--- src/rtl/imem_loader_pkg.sv ---
// imem_loader_pkg: shared FSM states and byte-packing constants for the instruction-memory loader
package imem_loader_pkg;
    typedef enum logic [1:0] {IDLE, RECV, WRITE, DONE} state_t;
    localparam int BYTES_PER_WORD = 4;
    localparam int BCNT_W = 2;
endpackage

--- src/rtl/imem_loader_word_packer.sv ---
// word_packer: big-endian 4-byte packer; word holds the last completed instruction
module word_packer
    import imem_loader_pkg::*;
(
    input  logic        clk,
    input  logic        rst,
    input  logic        clear,
    input  logic        shift_en,
    input  logic [7:0]  byte_in,
    output logic [31:0] word,
    output logic        word_full
);
    logic [BCNT_W-1:0] byte_cnt;
    logic [23:0]       partial;

    assign word_full = shift_en && byte_cnt == BCNT_W'(BYTES_PER_WORD - 1);

    // shift bytes in MSB first; the fourth byte publishes the full word so it stays stable until the next one
    always_ff @(posedge clk) begin
        if (rst) begin
            byte_cnt <= '0;
            partial  <= '0;
            word     <= '0;
        end else if (clear) begin
            byte_cnt <= '0;
        end else if (shift_en) begin
            byte_cnt <= byte_cnt + BCNT_W'(1);
            if (word_full) word <= {partial, byte_in};
            else partial <= {partial[15:0], byte_in};
        end
    end
endmodule

--- src/rtl/imem_loader.sv ---
// imem_loader: packs a byte stream into words, writes them from address 0, and holds the core in reset until done
module imem_loader
    import imem_loader_pkg::*;
#(
    parameter int ADDR_W = 8
) (
    input  logic              CLK,
    input  logic              RST,
    input  logic              start,
    input  logic [ADDR_W:0]   num_words,
    input  logic [7:0]        byte_in,
    input  logic              byte_valid,
    output logic              byte_ready,
    output logic [ADDR_W-1:0] W_Addr,
    output logic [31:0]       W_Ins,
    output logic              WE,
    output logic              busy,
    output logic              done,
    output logic              cpu_rst
);
    localparam logic [ADDR_W:0] DEPTH = {1'b1, {ADDR_W{1'b0}}};

    state_t            state, next;
    logic [ADDR_W:0]   count;
    logic [ADDR_W-1:0] word_cnt;
    logic              accept, last, word_full;

    assign accept     = start && (state == IDLE || state == DONE);
    assign last       = {1'b0, word_cnt} == count - (ADDR_W + 1)'(1);
    assign byte_ready = state == RECV;
    assign WE         = state == WRITE;
    assign busy       = state == RECV || state == WRITE;
    assign done       = state == DONE;
    assign cpu_rst    = state != DONE;

    word_packer packer (
        .clk      (CLK),
        .rst      (RST),
        .clear    (accept),
        .shift_en (byte_ready && byte_valid),
        .byte_in  (byte_in),
        .word     (W_Ins),
        .word_full(word_full)
    );

    // state register
    always_ff @(posedge CLK) begin
        if (RST) state <= IDLE;
        else state <= next;
    end

    // next state: launch from IDLE/DONE, write after every fourth byte, finish on the last word
    always_comb begin
        next = state;
        if (accept) next = (num_words == '0) ? DONE : RECV;
        else if (state == RECV && word_full) next = WRITE;
        else if (state == WRITE) next = last ? DONE : RECV;
    end

    // clamped word count, word counter and the write address, which holds between writes
    always_ff @(posedge CLK) begin
        if (RST) begin
            count    <= '0;
            word_cnt <= '0;
            W_Addr   <= '0;
        end else begin
            if (accept) begin
                count    <= (num_words > DEPTH) ? DEPTH : num_words;
                word_cnt <= '0;
            end
            if (state == WRITE && !last) word_cnt <= word_cnt + ADDR_W'(1);
            if (word_full) W_Addr <= word_cnt;
        end
    end
endmodule

--- config.mk ---
export PLATFORM = sky130hd
export DESIGN_NAME = imem_loader
export DESIGN_NICKNAME = d
export VERILOG_FILES = /design/src/rtl/imem_loader_pkg.sv /design/src/rtl/imem_loader_word_packer.sv /design/src/rtl/imem_loader.sv
export SDC_FILE = /design/constraint.sdc
export NUM_CORES = 1
export LEC_CHECK = 0
export CAP_MARGIN = 5
export CORE_MARGIN = 5
export CORE_UTILIZATION = 47
export CTS_BUF_LIST = sky130_fd_sc_hd__clkbuf_8 sky130_fd_sc_hd__clkbuf_16
export DETAILED_ROUTE_END_ITERATION = 10
export PLACE_DENSITY_LB_ADDON = 0.12
export SLEW_MARGIN = 20
export SYNTH_ARGS = -nofsm -noshare
export SYNTH_HDL_FRONTEND = slang
export SYNTH_SLANG_ARGS = --single-unit
--- constraint.sdc ---
create_clock -name CLK -period 2.1 [get_ports CLK]
set_input_delay 0.315 -clock CLK [delete_from_list [all_inputs] [get_ports CLK]]
set_output_delay 0.315 -clock CLK [all_outputs]
set_load 0.005 [all_outputs]
==> impl_results.md, run 1 <==
- Status: completed
- Syn Nets: 463
- Peak VDD IR: between 0.0005 and 0.0006 V
- Fmax: 0.505 GHz
- Die area: slightly above 0.009 mm²
- Synth area leader: dfxtp_1
- Critical Path Start: count[0]$_SDFFE_PP0P_
- Post-CTS Setup Bufs: 0
- Area Overhead vs Synth: 30.2%
- H-tree lvl count: 3
- Setup crit end: state[1]$_SDFFE_PP0P_
- Most used DFF post-synth: dfxtp_1
- Port bufs: between 60 and 70
- Yosys warnings: 0
- Critical Path End Type: flip-flop
- Vias in the first global route: 2849
- Max stage delay cell, worst path: dfxtp_2
- Final hold viol count: 0
- Final WS setup: between 0.1 and 0.15 ns
- 1st-iter DRT viols: about 170
- Root Driver: clkbuf_8
- Flop-to-flop setup slack: roughly 0.12 ns
- Layout Cells excl Fill: 601
- Register area share after synthesis: 0.486
- Post-synth EDFFs: 0
- Layout cell share with drive strength beyond 1: 0.0857
- Dpl cells: about 590
- Ys async rst share: 0
- Unique cell type count in the Yosys netlist: 48
- Crit path kind: flip-flop to flip-flop
- Min Tclk post-route: a little under 2 ns
- GRT Util Overall: 0.181
- Worst skew pair latency: ~0.34 ns
- Initial Utilization: 0.483
- Post-route ant nets: 0
- CP Buf/Inv Count: 1
- Fin crit share: 0.943
- Post-CTS Hold Buffers: 0
- Vias: 3116
- Final-stage net count: ~520
- Post-CTS Resized: 0
- Vias/cell: ~5.2
- Die width: approximately 96 µm
- Largest net degree at the start of global routing: 64
- Cell Chain, Critical Path: inv_1 -> ha_1 -> nor2b_2 -> a221o_1 -> nand2_1 -> a2bb2oi_4 -> o211ai_2 -> a311oi_2
- Worst EP required: 2.36 ns
- Number of max-cap violations: 0
- Synth top area cells: dfxtp_1 49%, nand2_1 15%, a21oi_1 9.9%
- Delay-heaviest family, CP: compound AO/OA/AOI/OAI gates
- Leakage power: 1.56 nW
- Hpwl dp: between 5000 and 6000 µm
- Slew Viols, Final: 0
- Slew HR: 0.587
- Wirelength per Cell: roughly 13 µm
- Initial antenna violation count: 0
- Remaining Overflow, GRT: 0
- Slowest stage delay, CP: 0.37 ns
- Cells after Synth: approximately 440
- Worst r2r src: count[0]$_SDFFE_PP0P_
- Hold Crit Class: input pin to flip-flop
- Drt first pass iters: 4
- Worst-path fanout max: 5
- Clock transition at the registers of the reported paths: roughly 0.090 ns
- Avg Cell Area, Syn: 8.03 µm²
- # IOs: 66
- PwrDens: roughly 800 mW/mm²
- CTS tree: done
- #FFs+latches synth: between 80 and 90
- Core area: around 0.0073 mm²
- Post-route DRC: 0
- FP Rows: 31
- WP depth: 8
- Startpoint types: flip-flop
- CP arrival: approximately 2.2 ns
- Reg2reg end: state[1]$_SDFFE_PP0P_
- Post-Route Skew: slightly below 0.009 ns
- Final setup viols: 0
- Clk buf depth: 2
- Reg2Reg Depth: 8
- Clock Sinks: 85
- Total wire length: between 8000 and 9000 µm
- Slew @ Worst Pin: 0.619 ns
- Placer's final routability congestion estimate: between 0.8 and 0.9
- Top-area cell type share of the netlist area: 0.486
- Pre-CTS WS: 0.0631 ns
- Power consumption: around 3.6 mW
- Num CTS Buffers: 9
- First-pass GRT wire length: about 13000 µm
- Diode count: 0
- Die Ht: 96.3 µm
- Mapped cell area: between 0.003 and 0.004 mm²
-- power breakdown --
part	switching, mW	internal (mW)
registers	0.0614	1.66
clock network	0.577	0.703
logic	0.308	0.270
total	0.946	2.63
-- registers in the layout, indices dropped and copies added (netlist names) --
signal	count
packer.partial	24
packer.byte_cnt	2
word_cnt	8
count	9
packer.word	32
W_Addr	8
state	2
-- metal layers --
metal,vias up,routed length [µm],GRT usage
li1,1596,-,-
met1,1419,3760,0.253
met2,94,3500,0.259
met4,0,100,0.0759
met5,-,0,0
met3,7,678,0.0532
-- cell families after synthesis --
group / count (synthesis) / synth area share
simple gates: 189 / 0.232
compound gates: 105 / 0.187
flops: 85 / 0.486
buf+inv: 40 / 0.0450
xor+xnor: 9 / 0.0225
fa+ha+maj: 6 / 0.0214
mux: 2 / 0.00572
-- synth_stat cells, types with 2 or more instances --
cell type and number:
nand4_1 3, and3_1 3, buf_1 2, nor4_1 5, mux2i_1 2, xnor2_1 5
a22o_1 7, ha_1 6, a221o_1 2, clkbuf_1 21, nand2_1 142, o221ai_1 5
nor3b_1 2, and2_1 2, nor3_1 5, a21oi_1 69, dfxtp_1 85, nor2_1 10
buf_2 3, xor2_1 4, o211ai_1 2, o22ai_1 2, nor2b_1 3, inv_1 13
nand3_1 5, o21ai_1 6
-- final cells by class --
type / instances / area [µm²]
Inverter: 13 / 48.8
Timing Repair Buffer: 77 / 773
Clock inverter: 6 / 86.3
Tap cell: 99 / 124
Clock buffer: 10 / 138
Fill cell: 660 / 2700
Multi-Input combinational cell: 311 / 1680
Sequential cell: 85 / 1700
-- how the worst min path moves through the flow --
stage,from,endpoint,slack [ns],cells after the start
after floorplan,packer.partial[16]$_SDFFE_PP0P_,packer.word[24]$_SDFFE_PP0P_,0.43,2
after global placement,packer.word[9]$_SDFFE_PP0P_,packer.word[9]$_SDFFE_PP0P_,0.44,2
after detailed placement,packer.partial[21]$_SDFFE_PP0P_,packer.word[29]$_SDFFE_PP0P_,0.45,2
after CTS,RST,state[1]$_SDFFE_PP0P_,0.29,2
after global routing,RST,W_Addr[6]$_SDFFE_PP0P_,0.32,2
final,RST,W_Addr[6]$_SDFFE_PP0P_,0.30,2
-- metrics by stage --
step                area (µm²)  TNS (ns)   util  hold slack (ns)
CTS                       4520         0  0.623            0.293
global route              4560    -0.115  0.628            0.320
detailed placement        4300         0  0.592            0.445
global placement          4300         0  0.592            0.442
floorplan                 3500         0      -            0.432
finish                    4560         0  0.628            0.301
-- placed cells by master (no fill, tap or decap), drive strengths merged, types with 4 or more instances in the layout --
| cell | instances |
|---|---|
| nand2 | 143 |
| dfxtp | 85 |
| a21oi | 69 |
| clkdlybuf4s50 | 64 |
| inv | 15 |
| buf | 13 |
| clkbuf | 10 |
| nor2 | 10 |
| a22o | 7 |
| o21ai | 7 |
| nand3 | 6 |
| ha | 6 |
| nor3 | 6 |
| xnor2 | 5 |
| nor4 | 5 |
| o221ai | 5 |
| xor2 | 4 |
(Power assumes the default switching activity.)
==> run 2: changes to the inputs <==
Settings changed: SETUP_SLACK_MARGIN set to 0.02.
==> run 2 against run 1 <==
  * Design area grew 0.16%
  * Final cell count stayed put
  * Register-to-register slack improved by 0.02 ns
  * Clock-buffer cell count stayed put
  * Critical path depth shrank 6
  * Clock power about the same
  * First-iteration DRC count up 13%
  * Clock skew barely moved
  * Worst hold slack better by 0.0051 ns
  * Power up 0.23%
  * Sequential power is essentially flat
  * Sequential cell count is the same
  * Largest power group unchanged
==> impl_results.md, run 2 (same netlist as run 1, synthesis figures left out) <==
- CP arrival: 1.66 ns (-0.58 ns)
- Commonest non-fill, non-tap cells in the layout: 141 x nand2_1, 83 x dfxtp_1, 69 x a21oi_1
- Cell Chain, Critical Path: ha_2 -> clkdlybuf4s50_1
- # IOs: 66 (unchanged)
- Pre-CTS WS: 0.0631 ns (unchanged)
- FP Rows: 31 (unchanged)
- Sum Neg Setup Slack: 0 ns (unchanged)
- Worst skew pair latency: 0.34 ns (about the same)
- Post-CTS Setup Bufs: 0 (unchanged)
- GRT Util Overall: 0.181 (unchanged)
- Status: completed
- Vias in the first global route: 2849 (unchanged)
- CTS tree: done
- Placer's final routability congestion estimate: 0.849 (unchanged)
- Hpwl dp: 5680 µm (unchanged)
- FILL cells: 660 (unchanged)
- Clock Sinks: 85 (unchanged)
- DP Area: 0.00430 mm² (unchanged)
- Largest net degree at the start of global routing: 64 (unchanged)
- Delay-heaviest family, CP: buffers and inverters
- 1st-iter DRT viols: 195 (+13%)
- Area Overhead vs Synth: 30.4%
- Initial antenna violation count: 0 (unchanged)
- Diode count: 0 (unchanged)
- Top flop regs: packer.word (32), packer.partial (24), count (9)
- Final instance area: 0.00456 mm² (+0.16%)
- RSZ-0062 raised after global routing: false
- Clk buf depth: 2 (unchanged)
- H-tree lvl count: 3 (unchanged)
- Crit path kind: flip-flop to output pin
- Min Tclk post-route: 1.97 ns (-0.00863 ns)
- Critical Path End Type: output pin
- Hold slack: 0.307 ns (+0.00507 ns)
- Hold Crit Class: input pin to flip-flop
- Final-stage net count: 524 (unchanged)
- Initial Utilization: 0.483 (unchanged)
- Layout cell share with drive strength beyond 1: 0.0876 (+0.00199)
- Die Ht: 96.3 µm (unchanged)
- Die width: 96.3 µm (unchanged)
- Root Driver: clkbuf_8
- Slew Viols, Final: 0 (unchanged)
- CP Buf/Inv Count: 1 (unchanged)
- Wirelength per Cell: 13.5 µm (+0.83%)
- Post-Route Skew: 0.00913 ns (+0.000382 ns)
- Startpoint types: flip-flop
- Remaining Overflow, GRT: 0 (unchanged)
- Final setup viols: 0 (unchanged)
- Num CTS Buffers: 9 (unchanged)
- Max reg flops: 32 (unchanged)
- Slew @ Worst Pin: 0.608 ns (-0.0111 ns)
- Vias/cell: 5.20 (+0.22%)
- Fin crit share: 0.939 (-0.00411)
- Vias: 3123 (+0.22%)
- Max stage delay cell, worst path: clkdlybuf4s50_1
- Flop-to-flop setup slack: 0.14 ns (+0.02 ns)
- Fmax: 0.507 GHz (+0.44%)
- Most common cell after layout, fill and taps aside: nand2_1
- Post-route DRC: 0 (unchanged)
- Worst EP required: 1.78 ns (-0.58 ns)
- Drt first pass iters: 4 (unchanged)
- PwrDens: 785 mW/mm² (about the same)
- Worst-path fanout max: 8 (+3)
- First-pass GRT wire length: 13200 µm (unchanged)
- Slowest stage delay, CP: 0.55 ns (+0.18 ns)
- Multi-input gate area: 0.00169 mm² (+0.45%)
- Final hold viol count: 0 (unchanged)
- Core area: 0.00725 mm² (unchanged)
- Peak VDD IR: 0.000557 V (-0.32%)
- Slew HR: 0.595 (+0.00742)
- Leakage power: 1.57 nW (+0.49%)
- Total wire length: 8110 µm (+0.83%)
- Reg area: 0.00170 mm² (unchanged)
- Post-route ant nets: 0 (unchanged)
- Number of max-cap violations: 0 (unchanged)
- Die area: 0.00927 mm² (unchanged)
- Port bufs: 65 (unchanged)
- Clock transition at the registers of the reported paths: 0.08 ns (about the same)
- Final WS setup: 0.128 ns (+0.00863 ns)
- Register bank with the most flops: packer.word
## run 2: worst reg2reg max path, delay by kind of cell, from the launching register on
family	cells	cell delay, ns
and+or+nand+nor	4	0.91
DFF	1	0.39
AOI/OAI and AO/OA	2	0.61
## run 2: final timing paths
path,from,cells after the start,endpoint
setup reg to reg,count[2]$_SDFFE_PP0P_,6,word_cnt[3]$_SDFFE_PP0P_
hold / removal,RST,2,W_Addr[6]$_SDFFE_PP0P_
setup / recovery,state[1]$_SDFFE_PP0P_,2,WE
hold reg to reg,W_Addr[0]$_SDFFE_PP0P_,2,W_Addr[0]$_SDFFE_PP0P_
## run 2: layer usage
layer | global-route usage | part of all wire | vias up
met2 | 0.259 | 0.43 | 97
met1 | 0.253 | 0.48 | 1424
met3 | 0.0532 | 0.077 | 7
met5 | 0 | 0 | -
met4 | 0.0759 | 0.011 | 0
li1 | - | - | 1595
## run 2: final cells by class
| cell class | count | area share |
|---|---|---|
| timing repair buffer | 77 | 0.169 |
| tap | 99 | 0.0271 |
| sequential | 85 | 0.373 |
| clock inverter | 6 | 0.0189 |
| inverter | 13 | 0.0107 |
| clock buffer | 10 | 0.0302 |
| multi-input combinational | 311 | 0.370 |
## run 2: what timing repair did
item / 4_1_cts / 5_1_grt
endpoints found under the setup margin: 0 / 11
resized for setup: 0 / 9
hold buffers: 0 / 0
hold endpoints to repair: 0 / 0
## run 2: stage by stage
stage | total power, mW | instances | util
3_5_place_dp | 2.30 | 585 | 0.592
2_1_floorplan | 2.09 | 436 | -
4_1_cts | 3.57 | 601 | 0.623
5_1_grt | 3.75 | 601 | 0.629
6_report | 3.58 | 601 | 0.629
3_3_place_gp | 2.28 | 585 | 0.592
## run 2: report_power, final
group / total [mW] / leakage (nW) / internal [mW] / switching [mW]
sequential: 1.72 / 0.687 / 1.66 / 0.0627
combinational: 0.586 / 0.766 / 0.274 / 0.313
clock: 1.28 / 0.118 / 0.703 / 0.575
total: 3.58 / 1.57 / 2.63 / 0.950
